<file path="src/rtl/fifo_bundle_packer_if.sv">
// Stream-side and FIFO-write-side signals of the bundle packer.
// The master modport is the environment that drives the packer; the slave modport is the packer.
interface fifo_bundle_packer_if #(
  parameter int DATAWIDTH = 192,
  parameter int PACK      = 6,
  parameter int CNT_WIDTH = $clog2(PACK + 1)
);
  logic [DATAWIDTH-1:0]      s_data;
  logic                      s_valid;
  logic                      s_ready;
  logic                      flush;
  logic [DATAWIDTH*PACK-1:0] wr_data;
  logic                      wr_valid;
  logic                      wr_full;
  logic [CNT_WIDTH-1:0]      wr_words;
  logic                      idle;

  modport master (
    output s_data, s_valid, flush, wr_full,
    input  s_ready, wr_data, wr_valid, wr_words, idle
  );

  modport slave (
    input  s_data, s_valid, flush, wr_full,
    output s_ready, wr_data, wr_valid, wr_words, idle
  );
endinterface

</file>
<file path="src/rtl/fifo_bundle_packer.sv">
// Packs PACK consecutive stream words into one bundle for the FIFO write port.
// A flush emits any partial bundle with its unused upper lanes zeroed.
module fifo_bundle_packer #(
  parameter int DATAWIDTH = 192,
  parameter int PACK      = 6,
  parameter int CNT_WIDTH = $clog2(PACK + 1)
) (
  input  logic                 clk,
  input  logic                 rst_n,
  fifo_bundle_packer_if.slave  bus
);
  localparam int                   BW     = DATAWIDTH * PACK;
  localparam logic [CNT_WIDTH-1:0] PACK_C = CNT_WIDTH'(PACK);

  logic [BW-1:0]        stg_q, stg_d;
  logic [CNT_WIDTH-1:0] stg_cnt_q, stg_cnt_d;
  logic                 flush_pend_q, flush_pend_d;
  logic [BW-1:0]        out_data_q, out_data_d;
  logic [CNT_WIDTH-1:0] out_words_q, out_words_d;
  logic                 out_valid_q, out_valid_d;

  logic                 s_ready_s, accept_s, fire_s, slot_free_s, load_s;
  logic [CNT_WIDTH-1:0] cnt_after_s;
  logic [BW-1:0]        stg_next_s, stg_masked_s;

  assign s_ready_s = (stg_cnt_q < PACK_C) & ~flush_pend_q;

  // Next-state for staging, output register and flush tracking
  always_comb begin
    accept_s     = bus.s_valid & s_ready_s;
    fire_s       = out_valid_q & ~bus.wr_full;
    slot_free_s  = ~out_valid_q | fire_s;
    cnt_after_s  = stg_cnt_q + {{(CNT_WIDTH-1){1'b0}}, accept_s};
    stg_next_s   = stg_q;
    stg_masked_s = {BW{1'b0}};
    for (int i = 0; i < PACK; i++) begin
      if (accept_s && (stg_cnt_q == CNT_WIDTH'(i))) begin
        stg_next_s[i*DATAWIDTH +: DATAWIDTH] = bus.s_data;
      end else begin
        stg_next_s[i*DATAWIDTH +: DATAWIDTH] = stg_q[i*DATAWIDTH +: DATAWIDTH];
      end
      // Lanes beyond the live count may hold old words; they must leave as zero.
      if (CNT_WIDTH'(i) < cnt_after_s) begin
        stg_masked_s[i*DATAWIDTH +: DATAWIDTH] = stg_next_s[i*DATAWIDTH +: DATAWIDTH];
      end else begin
        stg_masked_s[i*DATAWIDTH +: DATAWIDTH] = {DATAWIDTH{1'b0}};
      end
    end

    // While a flush is pending s_ready is low, so cnt_after_s equals the staged count.
    load_s = slot_free_s &
             ((cnt_after_s == PACK_C) |
              (flush_pend_q & (cnt_after_s != {CNT_WIDTH{1'b0}})));

    stg_d = stg_next_s;
    if (load_s) begin
      stg_cnt_d = {CNT_WIDTH{1'b0}};
    end else begin
      stg_cnt_d = cnt_after_s;
    end

    if (load_s) begin
      out_data_d  = stg_masked_s;
      out_words_d = cnt_after_s;
      out_valid_d = 1'b1;
    end else if (fire_s) begin
      out_data_d  = out_data_q;
      out_words_d = out_words_q;
      out_valid_d = 1'b0;
    end else begin
      out_data_d  = out_data_q;
      out_words_d = out_words_q;
      out_valid_d = out_valid_q;
    end

    if (flush_pend_q) begin
      if ((stg_cnt_q == {CNT_WIDTH{1'b0}}) || load_s) begin
        flush_pend_d = 1'b0;
      end else begin
        flush_pend_d = 1'b1;
      end
    end else begin
      flush_pend_d = bus.flush;
    end
  end

  // State registers
  always_ff @(posedge clk or negedge rst_n) begin
    if (!rst_n) begin
      stg_q        <= {BW{1'b0}};
      stg_cnt_q    <= {CNT_WIDTH{1'b0}};
      flush_pend_q <= 1'b0;
      out_data_q   <= {BW{1'b0}};
      out_words_q  <= {CNT_WIDTH{1'b0}};
      out_valid_q  <= 1'b0;
    end else begin
      stg_q        <= stg_d;
      stg_cnt_q    <= stg_cnt_d;
      flush_pend_q <= flush_pend_d;
      out_data_q   <= out_data_d;
      out_words_q  <= out_words_d;
      out_valid_q  <= out_valid_d;
    end
  end

  assign bus.s_ready  = s_ready_s;
  assign bus.wr_data  = out_data_q;
  assign bus.wr_words = out_words_q;
  assign bus.wr_valid = out_valid_q;
  assign bus.idle     = (stg_cnt_q == {CNT_WIDTH{1'b0}}) & ~out_valid_q & ~flush_pend_q;
endmodule

</file>
<file path="src/flat_wrapper.sv">
// flat-port wrapper written by rule: the top's interface ports become plain ports
module fifo_bundle_packer_flat 
#(
  parameter int DATAWIDTH = 192,
  parameter int PACK      = 6,
  parameter int CNT_WIDTH = $clog2(PACK + 1)
)
  (clk, rst_n, bus_s_data, bus_s_valid, bus_flush, bus_wr_full, bus_s_ready, bus_wr_data, bus_wr_valid, bus_wr_words, bus_idle);
  fifo_bundle_packer_if #(.DATAWIDTH(DATAWIDTH), .PACK(PACK), .CNT_WIDTH(CNT_WIDTH)) bus_i ();
  input  logic clk;
  input  logic rst_n;
  input wire logic [$bits(bus_i.s_data)-1:0] bus_s_data;
  input wire logic [$bits(bus_i.s_valid)-1:0] bus_s_valid;
  input wire logic [$bits(bus_i.flush)-1:0] bus_flush;
  input wire logic [$bits(bus_i.wr_full)-1:0] bus_wr_full;
  output wire logic [$bits(bus_i.s_ready)-1:0] bus_s_ready;
  output wire logic [$bits(bus_i.wr_data)-1:0] bus_wr_data;
  output wire logic [$bits(bus_i.wr_valid)-1:0] bus_wr_valid;
  output wire logic [$bits(bus_i.wr_words)-1:0] bus_wr_words;
  output wire logic [$bits(bus_i.idle)-1:0] bus_idle;
  assign bus_i.s_data = bus_s_data;
  assign bus_i.s_valid = bus_s_valid;
  assign bus_i.flush = bus_flush;
  assign bus_i.wr_full = bus_wr_full;
  assign bus_s_ready = bus_i.s_ready;
  assign bus_wr_data = bus_i.wr_data;
  assign bus_wr_valid = bus_i.wr_valid;
  assign bus_wr_words = bus_i.wr_words;
  assign bus_idle = bus_i.idle;
  fifo_bundle_packer #(.DATAWIDTH(DATAWIDTH), .PACK(PACK), .CNT_WIDTH(CNT_WIDTH)) u_core (.clk(clk), .rst_n(rst_n), .bus(bus_i));
endmodule
</file>
<file path="config.mk">
export PLATFORM = sky130hd
export DESIGN_NAME = fifo_bundle_packer_flat
export DESIGN_NICKNAME = d
export VERILOG_FILES = /design/src/rtl/fifo_bundle_packer_if.sv /design/src/rtl/fifo_bundle_packer.sv /design/src/flat_wrapper.sv
export SDC_FILE = /design/constraint.sdc
export NUM_CORES = 2
export LEC_CHECK = 0
export ABC_AREA = 0
export CAP_MARGIN = 20
export CORE_MARGIN = 2
export CORE_UTILIZATION = 30
export DETAILED_ROUTE_END_ITERATION = 16
export GPL_ROUTABILITY_DRIVEN = 1
export PLACE_DENSITY_LB_ADDON = 0.25
export REMOVE_ABC_BUFFERS = 1
export SYNTH_ARGS = -nofsm -noshare
export SYNTH_HDL_FRONTEND = slang
export SYNTH_SLANG_ARGS = --single-unit
</file>
<file path="constraint.sdc">
create_clock -name clk -period 4.11 [get_ports clk]
set_clock_uncertainty 0.1 [all_clocks]
set_input_delay 0.6165 -clock clk [delete_from_list [all_inputs] [get_ports clk]]
set_output_delay 0.6165 -clock clk [all_outputs]
set_load 0.02 [all_outputs]
</file>
==> impl_metrics.yaml <==
clock_network:
  root_buffer: "clkbuf_16"
  clock-sinks: 2312
  cts_tree: "yes"
  cts_hold_buf: 1
  cts.clk_slew.worst_paths_ps: 50
  post_cts_buffers: 0
  clockBufferDepth: 4
  ctsResizeCount: 0
  numCtsBuffers: 245
  clk_latency_ps: 900
  cts_max_level: 4
finish:
  fill_cells: 26020
  layout.nets: 6712
  regArea_um2: 57860
  multiInputGateArea_um2: 24870
  finalCoreUtilization_pct: 39.80
  final_layout_size_suffix_gt1_share_pct: 29.73
  syn_to_final_growth_pct: 32.39
detailed_routing:
  vias: 51590
  wl_um: 286200
  firstDrtPassIters: 7
  drt-wirelength-per-cell_um: 27.39
  dr_wl_met3_um: 23960
  top_layer: "met5"
  drt_iter0_markers: 3247
  wl_met1_um: 122800
  ant_nets: 0
  vias_per_cell: 4.936
  drc: 0
  met2_length_um: 131900
placed_design:
  portBuffers: 1354
  gp_routability_congestion: 0.8060
  dpl.hpwl_um: 198400
logic_synthesis:
  postSynthCellCount: 5048
  synth_top_flop_cell: "dfrtp_1"
  syn_area_um2: 84650
  synth_edf_count: 0
  synthArstFlopShare_pct: 100.0
  seq_area_frac_synth_pct: 68.35
  ys_types: 33
  synth_seq_cells: 2312
  syn_area_per_cell_um2: 16.77
  yosys_warnings: 0
timing:
  setup_violations: 0
  finalSetupTns_ps: 0
  relSlewSlack_pct: 24.62
  slew_viol_final: 0
  max_freq_mhz: 282.8
  rsz0062_at_grt: "no"
  hold_viol: 0
  worst_slew_pin_slew_ps: 1131
  period_needed_ps: 3536
  period_share_pct: 86.03
critical_path:
  critical_path.most_common_cell: "ha_1"
  worst-path-max-fanout: 15
  cpMaxStageDelayCell: "dfrtp_1"
  critPathCaptureType: "register"
  path_cells: "a21oi_1 > and2_1 > ha_1 > ha_1 > and2b_1 > nor2_1 > a211oi_4 > buf_12 > buf_4 > mux2_2"
  start_kind: "register"
  slowest_delay_ps: 610
  crit_required_ps: 4740
  worst-endpoint-arrival_ps: 4170
  worstSetupPathType: "reg2reg"
die:
  die_x_um: 535.2
  die_h_um: 535.2
  die_area_um2: 286400
  num_io_pins: 1355
  rows: 195
  core_region_area_um2: 281600
  start_util_pct: 30.06
grt:
  antenna_found_initial: 25
  grt_pass1_wl_um: 413300
  grt_max_degree: 135
  grt_usage_pct: 19.52
  overflow: 0
  grt_pass1_vias: 54480
flow_run:
  maxCapViolCount: 0
hold_path:
  hp-class: "in2reg"
run_status:
  status: "finished clean"
power:
  p_leak_nw: 50.15
  irDropWorstVdd_mv: 0.4865
  power_density_nw_per_um2: 877.2
==> critical path, delay by kind of cell, from the launching register on <==
kind / cells / cell delay [ps]
fa+ha+maj: 2 / 560
flops: 1 / 610
compound gates: 2 / 540
mux: 1 / 370
buf+inv: 2 / 510
simple gates: 3 / 670
==> Yosys cell counts, drive strengths merged, types with 2 or more instances <==
| library cell | n | area share (%) |
|---|---|---|
| a21oi | 3 | 0.018 |
| a22o | 768 | 7.9 |
| a32o | 192 | 2.3 |
| and2 | 4 | 0.030 |
| buf | 279 | 1.9 |
| clkbuf | 106 | 0.47 |
| dfrtp | 2312 | 68 |
| ha | 2 | 0.030 |
| mux2 | 1346 | 19 |
| nand2 | 6 | 0.027 |
| nand3 | 2 | 0.012 |
| nand3b | 2 | 0.018 |
| nor2 | 4 | 0.018 |
| nor3b | 3 | 0.033 |
| o21a | 2 | 0.018 |
| o21ai | 4 | 0.024 |
| or3 | 2 | 0.015 |
==> registers in the layout (all words and copies together), names as in the netlist <==
register,cells
u_core.bus.wr_valid,1
u_core.bus.wr_data,1152
u_core.stg_q,1152
u_core.flush_pend_q,1
u_core.stg_cnt_q,3
u_core.bus.wr_words,3
==> power breakdown <==
| part | internal (mW) | switching [mW] | leakage, nW |
|---|---|---|---|
| logic | 18.8 | 20.9 | 16.6 |
| clock network | 13.0 | 9.28 | 3.99 |
| registers | 32.3 | 3.98 | 29.6 |
==> placed cells by master, fill, tap and decap left out, drive strengths merged, types with 2 or more instances in the layout <==
cell type,netlist,routed
dfrtp,2312,2312
clkdlybuf4s50,0,1353
mux2,1346,1346
a22o,768,768
clkbuf,106,353
buf,279,249
a32o,192,192
clkinv,0,53
bufinv,0,17
clkinvlp,0,8
inv,1,7
nand2,6,6
diode,0,5
nor2,4,4
and2,4,4
o21ai,4,4
nor3b,3,3
a21oi,3,3
nand3b,2,2
ha,2,2
o21a,2,2
nand3,2,2
or3,2,2
==> final timing paths <==
check,startpoint,to,slack [ps],depth (start not counted)
max in group asynchronous,rst_n,u_core.stg_q[402],2130,3
max,u_core.stg_cnt_q[2],u_core.bus.wr_data[40],570,10
max reg2reg,u_core.stg_cnt_q[2],u_core.bus.wr_data[40],570,10
min in group asynchronous,rst_n,u_core.bus.wr_data[654],390,2
min reg2reg,u_core.bus.wr_words[2],u_core.bus.wr_words[2],390,2
min,bus_flush,u_core.flush_pend_q,220,3
==> per-stage QoR <==
step | hold slack (ps) | power, mW | area, um2 | std cells | setup slack [ps]
finish | 218.9 | 98.31 | 112100 | 10450 | 574.0
global placement | 372.2 | 75.74 | 104000 | 10010 | 236.4
global route | 184.2 | 103.2 | 112100 | 10450 | 372.4
detailed placement | 377.9 | 76.59 | 104000 | 10010 | 156.2
floorplan | 220.9 | 59.50 | 82630 | 4663 | -40750
CTS | 129.9 | 99.34 | 112100 | 10450 | 558.9
==> final cells by class <==
cell class                      instances  share of cell area, %
Timing Repair Buffer                 1603                  14.77
Multi-Input combinational cell       2350                  22.19
Clock buffer                          353                  6.345
Tap cell                             3743                  4.179
Sequential cell                      2312                  51.62
Inverter                                1               0.003349
Antenna cell                            5                0.01116
Clock inverter                         84                 0.8742
==> routing by layer <==
layer,up-vias,track usage (%)
met3,361,6.329
met4,4,4.993
met2,1631,30.75
met5,-,0
met1,27860,25.88
li1,21730,-
==> logic make-up (layout without fill, tap and decap cells) <==
| family | Yosys count | count (layout) | share of synthesized area (%) |
|---|---|---|---|
| buf+inv | 386 | 2041 | 2.392 |
| simple gates | 29 | 29 | 0.1981 |
| fa+ha+maj | 2 | 2 | 0.02956 |
| other cells | 0 | 5 | 0 |
| xor+xnor | 2 | 2 | 0.02957 |
| mux | 1346 | 1346 | 18.70 |
| flops | 2312 | 2312 | 68.35 |
| compound gates | 971 | 971 | 10.30 |
(Power assumes the default switching activity.)
==> RTL change (config.mk and constraints unchanged) <==
Make the reset (`rst_n`) synchronous in one clocked block.
--- a/src/rtl/fifo_bundle_packer.sv
+++ b/src/rtl/fifo_bundle_packer.sv
@@ -85,7 +85,7 @@
   end
 
   // State registers
-  always_ff @(posedge clk or negedge rst_n) begin
+  always_ff @(posedge clk) begin
     if (!rst_n) begin
       stg_q        <= {BW{1'b0}};
       stg_cnt_q    <= {CNT_WIDTH{1'b0}};
Check against the original RTL: not settled (the Yosys comparison gave no result); the edit may change what the design does.
==> RTL change against the unedited design <==
Non-clock buffer count shrank 17. Sequential cell count is the same. Setup slack lost 88 ps. Fmax shrank 2.4%. Cell area shrank 7.9%. Area after synthesis shrank 9.5%. Sequential share of layout area shrank 6.8 points. Routed wire length is essentially flat.
Power is not compared: it rests on default switching activity, and its combinational part moved more than twofold at a synthesized area within 25%.
==> RTL change: results (changes against the unedited design) <==
[outcome]
status = finished clean

[placed_design]
detailed_place_hpwl_mm = 202  ; +1.8%
pre_cts_ws_ps = 282  ; +126 ps
place_congestion = 0.826  ; +2.5%

[synth]
async_flop_share = 0  ; -1.00
yosys-top-cells-count = dfxtp_1, nand2_1, mux2i_1
yosysSeqAreaShare = 0.604  ; -0.0795
yosys.area_share.xor_xnor = 0.000327  ; +0.0000309
synth-compound-area-share = 0.133  ; +0.0301
ys.flop_type = dfxtp_1
synthAdderAreaFrac = 0.000327  ; +0.0000309
synth.area.top_cells = dfxtp_1, mux2i_1, a22o_1

[routing]
wire_per_inst_um = 24.6  ; -10%
drt_iter0_markers = 3692  ; +14%
vias_per_cell = 4.94  ; +0.10%

[clocking]
clock_latency_ps = 870  ; -30 ps
clock_path_buffers = 3  ; -1
cts_buffers = 238  ; -2.9%

[setup_path]
r2r-start = u_core.stg_cnt_q[2]
slowest_stage = dfxtp_1
critPathCapture = u_core.bus.wr_data[850]
crit_arrival_ps = 4280  ; +110 ps

[global_route]
antenna_found_initial = 7  ; -72%

[floorplanning]
die-area_um2 = 260000  ; -9.4%

[cells_and_area]
final-clk-cell-share = 0.0816  ; +0.00940
num-multi-input-gates = 3904  ; +66%
diodes = 2  ; -3
sh_seq_area = 0.448  ; -0.0678
drive_gt1_frac = 0.0780  ; -0.219
multi_input_area_share = 0.270  ; +0.0483

[timing]
worstMarginPinSlew_ps = 820  ; -310 ps

## RTL change: worst min-delay path by stage
| stage | startpoint | end | slack [ps] | cells after the start |
|---|---|---|---|---|
| 2_1_floorplan | u_core.stg_q[1000] | u_core.stg_q[1000] | 340 | 2 |
| 3_5_place_dp | u_core.stg_q[965] | u_core.stg_q[965] | 360 | 2 |
| 5_1_grt | rst_n | u_core.stg_q[250] | 90 | 3 |
| 3_3_place_gp | u_core.stg_q[1071] | u_core.stg_q[1071] | 350 | 2 |
| 4_1_cts | rst_n | u_core.stg_q[250] | 60 | 3 |
| 6_report | rst_n | u_core.stg_q[348] | 160 | 3 |
## RTL change: per-layer routing
layer / global-route usage / part of all wire
met4: 0.0762 / 0.039
met1: 0.264 / 0.43
met5: 0 / 0
met2: 0.336 / 0.46
met3: 0.0619 / 0.078
